--- config.mk ---
export PLATFORM = sky130hd
export DESIGN_NAME = tri_bus_port
export DESIGN_NICKNAME = d
export VERILOG_FILES = /design/src/rtl/tri_bus_port.sv
export SDC_FILE = /design/constraint.sdc
export NUM_CORES = 1
export LEC_CHECK = 0
export CORE_MARGIN = 2
export CORE_UTILIZATION = 39
export CTS_CLUSTER_SIZE = 10
export DETAILED_ROUTE_END_ITERATION = 10
export GPL_TIMING_DRIVEN = 0
export PLACE_DENSITY = 0.74
export RECOVER_POWER = 50
export SLEW_MARGIN = 10
export SYNTH_ARGS = -nofsm -noshare
export SYNTH_HDL_FRONTEND = slang
export SYNTH_SLANG_ARGS = --single-unit
--- constraint.sdc ---
create_clock -name clk -period 1.44 [get_ports clk]
set_input_delay 0.144 -clock clk [delete_from_list [all_inputs] [get_ports clk]]
set_output_delay 0.144 -clock clk [all_outputs]
set_load 0.01 [all_outputs]
--- src/rtl/tri_bus_port.sv ---
// tri_bus_port: bidirectional bus port for a WIDTH-bit tri-state GPIO pad.
//
// The pad is split into pad_in / pad_out / pad_oe. Core logic writes words
// through a valid/ready interface and reads the bus through a request/valid
// interface. The port owns the bus direction: every written word is driven
// for HOLD_CYCLES cycles, followed by TURN_CYCLES released cycles before the
// port returns to idle. Reads release the bus for SYNC_STAGES cycles and then
// capture the synchronised pad value.
//
// Ports:
//   clk            sole clock
//   rst            asynchronous active-high reset
//   pad_in         value from the GPIO input buffer (asynchronous to clk)
//   pad_out        value to the GPIO output buffer (registered)
//   pad_oe         per-bit output enable, all bits equal (registered)
//   wr_valid       write word offered
//   wr_data        write word
//   wr_ready       write accepted when wr_valid && wr_ready
//   rd_req         read request, level, sampled only in IDLE
//   rd_valid       one-cycle pulse, rd_data valid
//   rd_data        captured bus value, held until the next read completes
//   busy           high in any state other than IDLE
//   err_clr        clears contention_err
//   contention_err sticky drive/readback mismatch flag
//
// Optional feature macro: TRI_BUS_READBACK_CHECK_EN
//   Defined   : on the last DRIVE cycle the synchronised pad value is
//               compared with pad_out; a mismatch sets contention_err.
//               Requires HOLD_CYCLES > SYNC_STAGES.
//   Undefined : comparator removed, contention_err tied 0, err_clr ignored.

module tri_bus_port #(
    parameter int unsigned WIDTH       = 8,
    parameter int unsigned HOLD_CYCLES = 2,
    parameter int unsigned TURN_CYCLES = 1,
    parameter int unsigned SYNC_STAGES = 2
) (
    input  logic             clk,
    input  logic             rst,
    input  logic [WIDTH-1:0] pad_in,
    output logic [WIDTH-1:0] pad_out,
    output logic [WIDTH-1:0] pad_oe,
    input  logic             wr_valid,
    input  logic [WIDTH-1:0] wr_data,
    output logic             wr_ready,
    input  logic             rd_req,
    output logic             rd_valid,
    output logic [WIDTH-1:0] rd_data,
    output logic             busy,
    input  logic             err_clr,
    output logic             contention_err
);

    // Counter covers the longest of the three timed states.
    localparam int unsigned CNT_MAX_HT = (HOLD_CYCLES > TURN_CYCLES) ? HOLD_CYCLES : TURN_CYCLES;
    localparam int unsigned CNT_MAX    = (CNT_MAX_HT > SYNC_STAGES) ? CNT_MAX_HT : SYNC_STAGES;
    localparam int unsigned CNT_W      = (CNT_MAX > 1) ? $clog2(CNT_MAX) : 1;

    localparam logic [CNT_W-1:0] HOLD_LAST = CNT_W'(HOLD_CYCLES - 1);
    localparam logic [CNT_W-1:0] TURN_LAST = CNT_W'(TURN_CYCLES - 1);
    localparam logic [CNT_W-1:0] SYNC_LAST = CNT_W'(SYNC_STAGES - 1);

    // Parameter legality checks
    generate
        if (HOLD_CYCLES < 1) begin : g_bad_hold
            $error("tri_bus_port: HOLD_CYCLES must be at least 1");
        end
        if (TURN_CYCLES < 1) begin : g_bad_turn
            $error("tri_bus_port: TURN_CYCLES must be at least 1");
        end
        if (SYNC_STAGES < 2) begin : g_bad_sync
            $error("tri_bus_port: SYNC_STAGES must be at least 2");
        end
    endgenerate

    typedef enum logic [1:0] {
        S_IDLE   = 2'd0,
        S_DRIVE  = 2'd1,
        S_TURN   = 2'd2,
        S_SAMPLE = 2'd3
    } state_t;

    state_t             r_state;
    state_t             w_state_nxt;
    logic [CNT_W-1:0]   r_cnt;
    logic [CNT_W-1:0]   w_cnt_nxt;
    logic               w_last;
    logic               w_load;
    logic               w_capture;
    logic               w_wr_acc;
    logic               w_ready_nxt;

    logic [WIDTH-1:0]   r_sync [SYNC_STAGES];
    logic [WIDTH-1:0]   w_sync_q;

    logic [WIDTH-1:0]   r_pad_out;
    logic               r_oe;
    logic               r_wr_ready;
    logic               r_rd_valid;
    logic [WIDTH-1:0]   r_rd_data;
    logic               r_busy;

    // pad_in synchroniser chain
    always_ff @(posedge clk or posedge rst) begin
        if (rst) begin
            for (int i = 0; i < int'(SYNC_STAGES); i++) begin
                r_sync[i] <= '0;
            end
        end else begin
            r_sync[0] <= pad_in;
            for (int i = 1; i < int'(SYNC_STAGES); i++) begin
                r_sync[i] <= r_sync[i-1];
            end
        end
    end

    assign w_sync_q = r_sync[SYNC_STAGES-1];

    // Handshake uses the registered ready so a word is only taken when the
    // core actually saw wr_ready high.
    assign w_wr_acc = wr_valid && r_wr_ready;

    // Last cycle of the current timed state
    always_comb begin
        w_last = 1'b0;
        case (r_state)
            S_DRIVE:  w_last = (r_cnt == HOLD_LAST);
            S_TURN:   w_last = (r_cnt == TURN_LAST);
            S_SAMPLE: w_last = (r_cnt == SYNC_LAST);
            default:  w_last = 1'b0;
        endcase
    end

    // State register
    always_ff @(posedge clk or posedge rst) begin
        if (rst) begin
            r_state <= S_IDLE;
            r_cnt   <= '0;
        end else begin
            r_state <= w_state_nxt;
            r_cnt   <= w_cnt_nxt;
        end
    end

    // Next-state logic; counter restarts at 0 on every state entry
    always_comb begin
        w_state_nxt = r_state;
        w_cnt_nxt   = r_cnt + CNT_W'(1);
        w_load      = 1'b0;
        w_capture   = 1'b0;
        case (r_state)
            S_IDLE: begin
                w_cnt_nxt = '0;
                if (w_wr_acc) begin
                    w_state_nxt = S_DRIVE;
                    w_load      = 1'b1;
                end else if (rd_req) begin
                    w_state_nxt = S_SAMPLE;
                end
            end
            S_DRIVE: begin
                if (w_last) begin
                    w_cnt_nxt = '0;
                    if (w_wr_acc) begin
                        // Follow-on word: restart DRIVE with no gap
                        w_load = 1'b1;
                    end else begin
                        w_state_nxt = S_TURN;
                    end
                end
            end
            S_TURN: begin
                if (w_last) begin
                    w_cnt_nxt   = '0;
                    w_state_nxt = S_IDLE;
                end
            end
            S_SAMPLE: begin
                if (w_last) begin
                    w_cnt_nxt   = '0;
                    w_state_nxt = S_IDLE;
                    w_capture   = 1'b1;
                end
            end
            default: begin
                w_cnt_nxt   = '0;
                w_state_nxt = S_IDLE;
            end
        endcase
    end

    // Ready in the coming cycle: IDLE, or the last cycle of a DRIVE
    assign w_ready_nxt = (w_state_nxt == S_IDLE) ||
                         ((w_state_nxt == S_DRIVE) && (w_cnt_nxt == HOLD_LAST));

    // Output registers, all derived from the next state
    always_ff @(posedge clk or posedge rst) begin
        if (rst) begin
            r_pad_out  <= '0;
            r_oe       <= 1'b0;
            r_wr_ready <= 1'b0;
            r_rd_valid <= 1'b0;
            r_rd_data  <= '0;
            r_busy     <= 1'b0;
        end else begin
            if (w_load) begin
                r_pad_out <= wr_data;
            end
            if (w_capture) begin
                r_rd_data <= w_sync_q;
            end
            r_oe       <= (w_state_nxt == S_DRIVE);
            r_wr_ready <= w_ready_nxt;
            r_rd_valid <= w_capture;
            r_busy     <= (w_state_nxt != S_IDLE);
        end
    end

    assign pad_out  = r_pad_out;
    assign pad_oe   = {WIDTH{r_oe}};
    assign wr_ready = r_wr_ready;
    assign rd_valid = r_rd_valid;
    assign rd_data  = r_rd_data;
    assign busy     = r_busy;

`ifdef TRI_BUS_READBACK_CHECK_EN
    // The synchroniser must have seen the driven word by the last DRIVE cycle
    generate
        if (HOLD_CYCLES <= SYNC_STAGES) begin : g_bad_readback
            $error("tri_bus_port: readback check requires HOLD_CYCLES > SYNC_STAGES");
        end
    endgenerate

    logic r_err;
    logic w_mismatch;

    assign w_mismatch = (r_state == S_DRIVE) && w_last && (w_sync_q != r_pad_out);

    // Sticky flag; a new mismatch wins over a simultaneous clear
    always_ff @(posedge clk or posedge rst) begin
        if (rst) begin
            r_err <= 1'b0;
        end else if (w_mismatch) begin
            r_err <= 1'b1;
        end else if (err_clr) begin
            r_err <= 1'b0;
        end
    end

    assign contention_err = r_err;
`else
    logic w_unused_err_clr;

    assign w_unused_err_clr = err_clr;
    assign contention_err   = 1'b0;
`endif

endmodule

==> Yosys cells after proc, flatten, opt, wreduce, memory -nomap -nowiden <==
Index checks and enable logic that the tools add are counted.
{ "word_totals": {"rom_bits": 0, "n_memories": 0, "ramBits": 0, "latch_bits": 0, "regBits": 39} }
{ "op_classes": {"bitwise": 1, "reduce_logical": 9, "add_sub_neg": 1, "magnitude_cmp": 0, "n_mul": 0, "n_eq_ne": 4, "n_div": 0, "muxes": 14, "shifts": 0} }
{ "op_table": {"columns": ["cell", "count"], "rows": [
  ["$mux 2", 5],
  ["$pmux 1 s2", 3],
  ["$pmux 2 s3", 1],
  ["$mux 1", 5],
  ["$eq 2x1->1 const B", 2],
  ["$eq 2x2->1 const B", 2],
  ["$logic_not 2->1", 2],
  ["$reduce_or 2->1", 2],
  ["$reduce_or 3->1", 1],
  ["$logic_and 1x1->1", 2],
  ["$reduce_bool 2->1", 1],
  ["$add 1x1->1 const B", 1],
  ["$logic_or 1x1->1", 1],
  ["$not 1->1", 1]
]} }

==> Logic depth before layout (Yosys ltp) <==
{ "logic_depth": {"depth_word": 8, "ltp_mapped": 5, "mapped_depth_nobuf": 4} }

==> Worst setup path before layout <==
No wires, ideal clock.
{ "synth_path": {"path_kind": "register to register", "startpoint": "register r_state[0]", "endpoint": "register r_pad_out[0], in the netlist pad_out[0]", "period_less_slack_ns": 1.413, "slack_ns": 0.027, "required_time_ns": 1.315, "arrival_ns": 1.288, "n_path_buf": 1, "path_stages_with_launch": 6, "path_cell_list": "dfrtp_1 > buf_2 > nand2b_2 > inv_2 > nor3_4 > mux2_2"} }
{ "synth_via": {"elab_chain_cells": 5} }
{ "synth_lines": {"columns": ["element", "line_no", "source"], "rows": [
  ["start, declared", "83", "state_t r_state;"],
  ["start signal, assigned", "140", "r_state <= w_state_nxt;"],
  ["$eq 2x2->1 or $eq 2x1->1 (tied branches)", "126, 151", null],
  ["$reduce_or 2->1 (no line)", null, null],
  ["$pmux 1 s2", "126", "case (r_state)"],
  ["$mux 1", "162", "if (w_last) begin"],
  ["$pmux 1 s2 (*)", "151", "case (r_state)"],
  ["end signal, assigned", "207", "r_pad_out <= wr_data;"],
  ["end, declared", "96", "logic [WIDTH-1:0] r_pad_out;"]
]} }
Every way passes the cells marked *; elsewhere a longest branch is shown, timed or not.
A chain may end at the register's enable or synchronous reset.

==> Final worst setup path <==
{ "layout_path": {"startpoint": "register r_pad_out[2], in the netlist pad_out[2]", "endpoint": "output port pad_out[2]"} }
{ "layout_rtl": {"columns": ["element", "line_no", "source"], "rows": [
  ["end, declared", "41", "output logic [WIDTH-1:0] pad_out,"]
]} }
No word-level cell between the ends.

==> impl_metrics.toml <==
[run_status]
status = "finished clean"

[power_and_ir_drop]
ir_worst_vdd_mv = 1.16
p_leak_nw = 0.992
power_density_nw_per_um2 = 2010

[synthesis]
synth.area.top_cells = "dfrtp_1 (71%), mux2_2 (13%), buf_4 (4.9%), nor3_4 (1.2%), a21oi_1 (1.1%)"
synth_top_area_cell = "dfrtp_1"
synth.top_cell.area_share_pct = 71.3
syn-num-nets = 110
synth_area_um2 = 1370
ys_types = 20
synth_seq_cells = 39
synthCells = 89
yosys_warnings = 0
ys_seq_area_share_pct = 71.3
avgSynthCellArea_um2 = 15.4

[worst_setup_path]
path_cells = "clkdlybuf4s50_1"
crit_fanout = 2
path_delay_family = "buffers and inverters"
slowest_delay_ps = 550
crit_slowest_cell = "clkdlybuf4s50_1"
endpoint_kind = "output pin"
cp_num_buf_inv = 1
path_class = "reg -> out"
critPathLaunchType = "flip-flop"
worst_ep_required_time_ps = 1300
cp_data_arrival_time_ps = 1260

[route]
drtIter0Drc = 7
drt-total-wl_um = 2450
dr_total_vias = 865
drc = 0
wl_per_cell_um = 12.5
drt_first_pass_iters = 4
viasPerCell = 4.41
ant_nets = 0

[cells_and_area]
drive_gt1_share_pct = 37.3
fin_cells = 196
stdcell_area_um2 = 2030
layout_commonest_cell = "dfrtp_1"
antenna_cells = 0
area_growth_pct = 48.6
mostFrequentLayoutCells = "dfrtp_1 (37), buf_4 (22), clkdlybuf4s50_1 (20)"
nNetsFinal = 170

[cts]
cts_tree = "done"
cts.clk_slew.worst_paths_ps = 120
cts_max_path_buffers = 2
cts_hold_buffers = 0
cts.htree.levels = 2
clock_latency_ps = 340
cts-root-buf = "clkbuf_4"
cts_buffers = 5
cts_sinks = 39

[sta]
finalHoldViolations = 0
setup_violations = 0
slew_viol_final = 0
fin_skew_ps = 7.46
worst_pin_slew_ps = 752
fin_crit_ps = 1400
maxSlewHeadroom_pct = 49.8
fin_hold_ws_ps = 345
final.period_utilization_pct = 97.4
clock.fmax_ghz = 0.713

[grt]
use_met1_pct = 13.3
grt.overflow.total = 0
grt.total_usage_pct = 13.1
grt_util_met3_pct = 4.82
top_usage_layer = "met2"
grt_max_degree = 40
antenna_found_initial = 0
grt_pass1_wl_um = 3910
grt_pass1_vias = 928
grt_util_met2_pct = 23.0

[job]
max-cap-violations = 0

[place]
place_area_um2 = 1890
place_inst = 181
portBuffers = 46
hpwl_um = 1670
gp_congestion = 0.747

[floorplanning]
io_pins = 49
die_height_um = 63.2
coreArea_um2 = 3360
die_area_um2 = 4000
start_util_pct = 40.7
die_w_um = 63.2
rows = 21

[min_path]
hold_path_class = "in -> reg"
==> area by class of cell <==
class | count | area (um2)
Multi-Input combinational cell | 35 | 305
Clock buffer | 6 | 51.3
Sequential cell | 39 | 978
Inverter | 4 | 15.0
Clock inverter | 2 | 16.3
Timing Repair Buffer | 54 | 538
Fill cell | 292 | 1330
Tap cell | 46 | 57.6
Buffer | 10 | 72.6
==> routing by layer <==
layer  up-vias  share of wire [%]  routed length (um)
met5         -                  0                   0
met4         0                1.6                  40
met3         5                6.9                 168
met2        35                 54                1320
met1       422                 37                 915
li1        403                  -                   -
==> power breakdown <==
part	internal (W)	total, W	leakage, nW	switching (W)
Clock	0.000241	0.000603	0.0345	0.000363
Combinational	0.00115	0.00189	0.499	0.000740
Sequential	0.00144	0.00160	0.458	0.000162
==> metrics by stage <==
stage | utilization, % | setup TNS [ps] | power [W] | worst slack [ps]
2_1_floorplan | - | 0 | 0.00252 | 26.9
3_3_place_gp | 56.1 | -14350 | 0.00336 | -335
3_5_place_dp | 56.1 | -1700 | 0.00344 | -222
4_1_cts | 58.9 | 0 | 0.00410 | 4.82
5_1_grt | 60.5 | -11.5 | 0.00432 | -6.91
6_report | 60.5 | 0 | 0.00409 | 37.5
==> path summary, 6_finish.rpt <==
check | depth (start not counted) | slack, ps | from | to
max | 1 | 40 | pad_out[2]$_DFFE_PP0P_ | pad_out[2]
min | 1 | 340 | pad_in[2] | r_sync[10]$_DFF_PP0_
max reg2reg | 5 | 50 | r_state[0]$_DFF_PP0_ | busy$_DFF_PP0_
min reg2reg | 0 | 360 | r_sync[9]$_DFF_PP0_ | w_sync_q[1]$_DFF_PP0_
max in group asynchronous | 2 | 550 | rst | r_state[0]$_DFF_PP0_
min in group asynchronous | 2 | 380 | rst | r_sync[14]$_DFF_PP0_
==> what timing repair did <==
item | 4_1_cts | 5_1_grt
gates resized for setup | 15 | 11
pin swaps | 1 | 1
setup buffers | 4 | 4
endpoints found under the setup margin | 16 | 25
==> flip-flops by register name (all words and copies together) (netlist names) <==
signal    flops
r_oe          1
rd_valid      1
r_cnt         1
wr_ready      1
pad_out       8
r_sync        8
rd_data       8
busy          1
w_sync_q      8
r_state       2
==> logic make-up after synthesis <==
kind of cell | after synthesis | share of synthesized area, %
other | 1 | 0.274
AO/OA/AOI/OAI | 7 | 3.20
XOR/XNOR | 1 | 0.640
AND/OR/NAND/NOR | 10 | 4.66
buffers and inverters | 15 | 6.76
flip-flops | 39 | 71.3
multiplexers | 16 | 13.2
==> cell usage after synthesis (all sizes together) <==
cell type and number:
nand2 3, nand2b 1, or2 1, nand3 1
buf 11, nor2b 1, nor3 1, o41a 1
nor2 1, o21ai 2, o31ai 1, xor2 1
inv 4, conb 1, mux2 16, and2 1
a21oi 3, dfrtp 39
Note: power is estimated with default switching activity, not from simulation.
